**src/rtl/guess_game_pkg.sv**
```systemverilog
// rtl/guess_game_pkg.sv - shared types, hint codes and width-mask helper for the guessing game
package guess_game_pkg;

  typedef enum logic [2:0] {
    ST_OFF,
    ST_IDLE,
    ST_LOAD,
    ST_PLAY,
    ST_JUDGE,
    ST_PASS,
    ST_WIN,
    ST_FAIL
  } state_t;

  localparam logic [1:0] HINT_NONE = 2'b00;
  localparam logic [1:0] HINT_LOW  = 2'b01;
  localparam logic [1:0] HINT_HIGH = 2'b10;
  localparam logic [1:0] HINT_OK   = 2'b11;

  // All-ones mask of the low w bits; callers truncate to their own width.
  function automatic logic [31:0] mask_of(input int unsigned w);
    if (w >= 32) begin
      return '1;
    end
    return (32'd1 << w) - 32'd1;
  endfunction

endpackage

```
**src/rtl/guess_game_ctrl_level_timer.sv**
```systemverilog
// rtl/guess_game_ctrl_level_timer.sv - per-level countdown seconds counter
module level_timer #(
  parameter int TIME_S = 30,
  parameter int TW     = $clog2(TIME_S + 1)
) (
  input  logic          clk,
  input  logic          rst_n,
  input  logic          load,
  input  logic          tick,
  output logic [TW-1:0] count,
  output logic          expire
);

  // Load has priority; a tick at zero is absorbed so the counter never wraps.
  always_ff @(posedge clk or negedge rst_n) begin
    if (!rst_n) begin
      count <= '0;
    end else if (load) begin
      count <= TW'(TIME_S);
    end else if (tick && (count != '0)) begin
      count <= count - TW'(1);
    end
  end

  // Flags the tick that takes the count from 1 to 0.
  assign expire = tick && !load && (count == TW'(1));

endmodule

```
**src/rtl/guess_game_ctrl.sv**
```systemverilog
// rtl/guess_game_ctrl.sv - number-guessing game sequencer: levels, countdown, tries, outcome
module guess_game_ctrl
  import guess_game_pkg::*;
#(
  parameter int LEVELS    = 3,
  parameter int BASE_W    = 5,
  parameter int MAX_TRIES = 3,
  parameter int TIME_S    = 30,
  localparam int MAXW     = BASE_W + LEVELS - 1,
  localparam int LW       = (LEVELS > 1) ? $clog2(LEVELS) : 1,
  localparam int TW       = $clog2(TIME_S + 1),
  localparam int NW       = $clog2(MAX_TRIES + 1)
) (
  input  logic            clk,
  input  logic            rst_n,
  input  logic            en,
  input  logic            start,
  input  logic            guess_vld,
  input  logic [MAXW-1:0] guess,
  input  logic            tick_1s,
  input  logic [MAXW-1:0] rand_num,
  output logic            rand_st,
  output logic            greet,
  output logic [LW-1:0]   level,
  output logic [TW-1:0]   time_left,
  output logic [NW-1:0]   tries_left,
  output logic [1:0]      hint,
  output logic            beep,
  output logic            win,
  output logic            lose
);

  state_t          state_q;
  state_t          state_nx;
  logic [LW-1:0]   level_q;
  logic [NW-1:0]   tries_q;
  logic [1:0]      hint_q;
  logic [MAXW-1:0] target_q;
  logic [MAXW-1:0] guess_q;
  logic            beep_q;

  logic [MAXW-1:0] base_mask;
  logic [MAXW-1:0] cur_mask;
  logic [MAXW-1:0] nxt_mask;
  logic            timer_load;
  logic            timer_tick;
  logic            timer_expire;
  logic            guess_hit;
  logic            last_level;

  assign base_mask = MAXW'(mask_of(BASE_W));
  assign cur_mask  = MAXW'(mask_of(BASE_W + int'(level_q)));
  assign nxt_mask  = MAXW'(mask_of(BASE_W + int'(level_q) + 1));

  assign guess_hit  = (guess_q == target_q);
  assign last_level = (level_q == LW'(LEVELS - 1));

  // A tick only counts in PLAY when nothing of higher priority happens that cycle.
  assign timer_load = en && ((state_q == ST_LOAD) || (state_q == ST_PASS));
  assign timer_tick = en && (state_q == ST_PLAY) && tick_1s && !start && !guess_vld;

  level_timer #(
    .TIME_S (TIME_S),
    .TW     (TW)
  ) u_level_timer (
    .clk    (clk),
    .rst_n  (rst_n),
    .load   (timer_load),
    .tick   (timer_tick),
    .count  (time_left),
    .expire (timer_expire)
  );

  // Next-state selection; losing power overrides everything.
  always_comb begin
    state_nx = state_q;
    if (!en) begin
      state_nx = ST_OFF;
    end else begin
      case (state_q)
        ST_OFF:  state_nx = ST_IDLE;
        ST_IDLE: if (start) state_nx = ST_LOAD;
        ST_LOAD: state_nx = ST_PLAY;
        ST_PLAY: begin
          if (start) begin
            state_nx = ST_LOAD;
          end else if (guess_vld) begin
            state_nx = ST_JUDGE;
          end else if (timer_expire) begin
            state_nx = ST_FAIL;
          end
        end
        ST_JUDGE: begin
          if (guess_hit) begin
            state_nx = last_level ? ST_WIN : ST_PASS;
          end else if (tries_q <= NW'(1)) begin
            state_nx = ST_FAIL;
          end else begin
            state_nx = ST_PLAY;
          end
        end
        ST_PASS: state_nx = ST_PLAY;
        ST_WIN:  if (start) state_nx = ST_LOAD;
        ST_FAIL: if (start) state_nx = ST_LOAD;
        default: state_nx = ST_OFF;
      endcase
    end
  end

  // State register; beep marks the first cycle of PASS, WIN or FAIL.
  always_ff @(posedge clk or negedge rst_n) begin
    if (!rst_n) begin
      state_q <= ST_OFF;
      beep_q  <= 1'b0;
    end else begin
      state_q <= state_nx;
      beep_q  <= (state_nx != state_q) &&
                 ((state_nx == ST_PASS) || (state_nx == ST_WIN) || (state_nx == ST_FAIL));
    end
  end

  // Level, target, captured guess, tries and hint; frozen while powered off.
  always_ff @(posedge clk or negedge rst_n) begin
    if (!rst_n) begin
      level_q  <= '0;
      tries_q  <= '0;
      hint_q   <= HINT_NONE;
      target_q <= '0;
      guess_q  <= '0;
    end else if (en) begin
      case (state_q)
        ST_LOAD: begin
          level_q  <= '0;
          target_q <= rand_num & base_mask;
          tries_q  <= NW'(MAX_TRIES);
          hint_q   <= HINT_NONE;
        end
        ST_PLAY: begin
          if (!start && guess_vld) begin
            guess_q <= guess & cur_mask;
          end
        end
        ST_JUDGE: begin
          if (guess_hit) begin
            hint_q <= HINT_OK;
          end else begin
            hint_q <= (guess_q < target_q) ? HINT_LOW : HINT_HIGH;
            if (tries_q != '0) begin
              tries_q <= tries_q - NW'(1);
            end
          end
        end
        ST_PASS: begin
          level_q  <= level_q + LW'(1);
          target_q <= rand_num & nxt_mask;
          tries_q  <= NW'(MAX_TRIES);
        end
        default: begin
        end
      endcase
    end
  end

  assign rand_st    = (state_q != ST_OFF);
  assign greet      = (state_q == ST_IDLE);
  assign win        = (state_q == ST_WIN);
  assign lose       = (state_q == ST_FAIL);
  assign beep       = beep_q;
  assign level      = level_q;
  assign tries_left = tries_q;
  assign hint       = hint_q;

endmodule

```
**config.mk**
```make
export PLATFORM = sky130hd
export DESIGN_NAME = guess_game_ctrl
export DESIGN_NICKNAME = d
export VERILOG_FILES = /design/src/rtl/guess_game_pkg.sv /design/src/rtl/guess_game_ctrl_level_timer.sv /design/src/rtl/guess_game_ctrl.sv
export SDC_FILE = /design/constraint.sdc
export NUM_CORES = 1
export LEC_CHECK = 0
export CELL_PAD_IN_SITES_DETAIL_PLACEMENT = 1
export CELL_PAD_IN_SITES_GLOBAL_PLACEMENT = 2
export CORE_UTILIZATION = 32
export CTS_BUF_LIST = sky130_fd_sc_hd__clkbuf_4 sky130_fd_sc_hd__clkbuf_8
export DETAILED_ROUTE_END_ITERATION = 12
export GPL_TIMING_DRIVEN = 1
export PLACE_DENSITY_LB_ADDON = 0.1
export SYNTH_ARGS = -nofsm -noshare
export SYNTH_HDL_FRONTEND = slang
export SYNTH_SLANG_ARGS = --single-unit
```
**constraint.sdc**
```tcl
create_clock -name clk -period 2.1 [get_ports clk]
set_input_delay 0.315 -clock clk [delete_from_list [all_inputs] [get_ports clk]]
set_output_delay 0.315 -clock clk [all_outputs]
set_load 0.03 [all_outputs]
```
==> reports/qor.csv <==
metric,value,unit
fraction of the yosys area taken by sequential cells,36.66,%
met1 track utilization from global routing,22.47,%
CTS Root Buffer Type,sky130_fd_sc_hd__clkbuf_8,
routability congestion estimate,0.7821,
per-instance average area after synthesis,8.606,um^2
drt first-iter violations,48,
final setup skew,0.009748,ns
arrival time at the worst endpoint,1.67,ns
Post-Route Setup TNS,0,ns
Longest Clk Path Bufs,2,
ratio of total power to cell area,863.5,nW/um^2
overall die width,80.65,um
post-CTS clock slew at the launch and capture registers of the worst setup and hold paths,0.07,ns
shortest clock period the worst path allows after layout,1.986,ns
internal power consumption,1.349,mW
total number of nets in the final design,322,
most heavily used metal layer in global routing,met2,
number of antenna violations at the first check in global routing,0,
prevailing post-synth register cell,sky130_fd_sc_hd__dfrtp_1,
Final Cycle Share,94.56,%
TritonCTS Buffers,5,
number of warnings reported in the yosys synthesis log,0,
Clock Latency Late Sink,0.28,ns
die area,6504,um^2
routed wire length,5.219,mm
I/O Buffers,35,
nature of the critical path startpoint,flop,
CP max-delay cell,sky130_fd_sc_hd__clkdlybuf4s50_1,
worst rel slew slack,55.68,%
height of the die,80.65,um
met3 Track Usage GR,3.750,%
biggest fanout along the worst timing path,12,
Core ar.,5956,um^2
P_sw,888.4,uW
routing usage on met2,29.24,%
total chip power,2.238,mW
post-synthesis cell type count,43,
"EDFF count, synth",0,
final hold viol count,0,
"Net Count, Synth",272,
Leakage,1.171,nW
largest net degree at the start of global routing,30,
total global routing overflow,0,
actual transition at the worst max-transition pin,0.6648,ns
worst IR drop on VDD,0.0004147,V
power share of the clock group,20.6,%
Setup-failing EPs final,0,
fraction of power consumed by combinational cells,43.1,%
DRC viols,0,
detailed-route vias per instance,5.003,
area growth from synthesis to final layout,30.91,%
CP peak stage delay,0.67,ns
worst min-delay path category,input pin to async pin,
TritonCTS clock tree,done,
"Cell Chain, Critical Path",nor2_1 -> nand2_1 -> clkdlybuf4s50_1,
status,finished clean,
via count of the first global-routing pass,1774,
total number of clock tree sinks,29,
number of core rows,28,
count of maximum capacitance violations,0,
Boundary Pins,36,
instance count of the mapped netlist,230,
Total GRT Usage,17.55,%
data required time of the worst path,1.78,ns
global-route wire length before repair,8.487,mm
CP Capture Type,output port,
initial cell density of the core,33.24,%
1st-pass router iterations,4,
Sequential Power Share,36.3,%
RSZ-0062 raised after global routing,false,
Final Max Tran Viols,0,
H-tree level count,2,
area of the mapped netlist,1979,um^2
"flops & latches, synth",29,
proportion of layout cells with a drive suffix above 1,12.46,%
count of fill cells added during filler insertion,718,
routed len/inst,14.66,um
via count,1781,
maximum frequency from static timing analysis,0.5036,GHz
"FFs w/ async S/R, synth",100.0,%
final antenna-violating net count,0,
Crit Path Category,flop to output port,
dpl hpwl,4.096,mm
Sw Ratio,39.70,%
n_diodes,0,
[placed cells by master (no fill, tap or decap), drive strengths merged, types with 2 or more instances in the layout]
cell type      instances
o22ai                  2
inv                   17
xnor2                  4
ha                    22
clkdlybuf4s50         34
nor2b                  2
nor2                  17
clkbuf                 6
a311o                  2
buf                   16
o21a                   4
o31ai                  3
nand2                 37
clkinv                 2
a31oi                  2
and3                   6
a21o                   2
o21ai                 24
nand3                  6
a21oi                  9
and2                   2
o221a                  2
nor3                   6
dfrtp                 29
nand2b                 8
[cell families (layout without fill, tap and decap cells)]
logic type,count (synthesis),in the layout,synth area share (%)
adders and majority gates,22,22,13.91
buffers and inverters,24,75,5.057
DFF,29,29,36.66
and+or+nand+nor,92,92,22.63
xor gates and xnor gates,5,5,2.212
AOI/OAI and AO/OA,57,57,19.34
other,1,1,0.1895
[per-stage QoR]
step | std cells | setup slack [ns] | area (um^2) | utilization (%) | hold WS [ns]
final | 356 | 0.1143 | 2591 | 43.51 | 0.4252
after global routing | 356 | 0.002906 | 2591 | 43.51 | 0.4619
after CTS | 354 | 0.02861 | 2572 | 43.19 | 0.4369
after detailed placement | 346 | 0.02464 | 2484 | 41.70 | 0.4670
after global placement | 346 | 0.07821 | 2484 | 41.70 | 0.4548
after floorplan | 230 | 0.1144 | 1981 | - | 0.01941
[layer usage]
layer  part of all wire, %  wire [um]
met1                    47       2442
met2                    49       2536
met3                   3.4        178
met4                   1.2         61
met5                     0          0
[timing repair]
item	CTS	global route
hold buffers	0	0
gates resized for setup	2	2
buffers inserted	0	2
setup endpoints to repair	3	4
[worst paths after layout]
kind,start,end,slack (ns),cells after the start
max,state_q[0]$_DFF_PN0_,rand_st,0.11,3
max in group asynchronous,rst_n,level[0]$_DFFE_PN0P_,1.36,2
max reg2reg,level[0]$_DFFE_PN0P_,target_q[4]$_DFFE_PN0P_,0.13,7
min reg2reg,target_q[6]$_DFFE_PN0P_,target_q[6]$_DFFE_PN0P_,0.47,2
min in group clk,target_q[6]$_DFFE_PN0P_,target_q[6]$_DFFE_PN0P_,0.47,2
min,rst_n,u_level_timer.count[3]$_DFFE_PN0P_,0.43,2
[critical path, delay by kind of cell (launching register included)]
family | cells | cell delay, ns
buffers and inverters | 1 | 0.67
AND/OR/NAND/NOR | 2 | 0.22
flip-flops | 1 | 0.50
[power by group through the flow]
stage | sequential [mW] | clock [mW] | combinational (mW)
global route | 0.833 | 0.501 | 1.08
finish | 0.812 | 0.461 | 0.964
global placement | 0.824 | 0 | 0.952
floorplan | 0.891 | 0 | 0.515
detailed placement | 0.825 | 0 | 0.971
CTS | 0.816 | 0.486 | 0.976
[cell usage after synthesis (2+ instances only)]
master                      n  area [um^2]
sky130_fd_sc_hd__inv_1     17        63.81
sky130_fd_sc_hd__nand3_1    6        30.03
sky130_fd_sc_hd__dfrtp_1   29        725.7
sky130_fd_sc_hd__xnor2_1    4        35.03
sky130_fd_sc_hd__ha_1      22        275.3
sky130_fd_sc_hd__a311o_1    2        20.02
sky130_fd_sc_hd__o221a_2    2        22.52
sky130_fd_sc_hd__nand2b_1   8        50.05
sky130_fd_sc_hd__clkbuf_1   4        15.01
sky130_fd_sc_hd__buf_2      2        10.01
sky130_fd_sc_hd__a21o_1     2        15.01
sky130_fd_sc_hd__a31oi_1    2        12.51
sky130_fd_sc_hd__and2_1     2        12.51
sky130_fd_sc_hd__o22ai_1    2        12.51
sky130_fd_sc_hd__nor2_1    17        63.81
sky130_fd_sc_hd__o21ai_0   14        70.07
sky130_fd_sc_hd__a21oi_1    9        45.04
sky130_fd_sc_hd__and3_1     6        37.54
sky130_fd_sc_hd__o21a_1     4        30.03
sky130_fd_sc_hd__o31ai_1    3        22.52
sky130_fd_sc_hd__nand2_1   37        138.9
sky130_fd_sc_hd__nor2b_1    2        12.51
sky130_fd_sc_hd__o21ai_1    9        45.04
sky130_fd_sc_hd__nor3_1     6        30.03
[registers in the layout, indices dropped and copies added, names as in the netlist]
name	count
target_q	7
level	2
tries_left	2
state_q	3
guess_q	7
beep	1
u_level_timer.count	5
hint	2
[layout make-up]
cell class	count	area, um^2	area share, %
timing repair buffer	50	460.4	17.77
clock buffer	6	76.32	2.945
clock inverter	2	10.01	0.3863
sequential	29	730.7	28.20
inverter	17	63.81	2.463
multi-input combinational	177	1156	44.62
tap	75	93.84	3.621
Note: power is estimated with default switching activity, not from simulation.
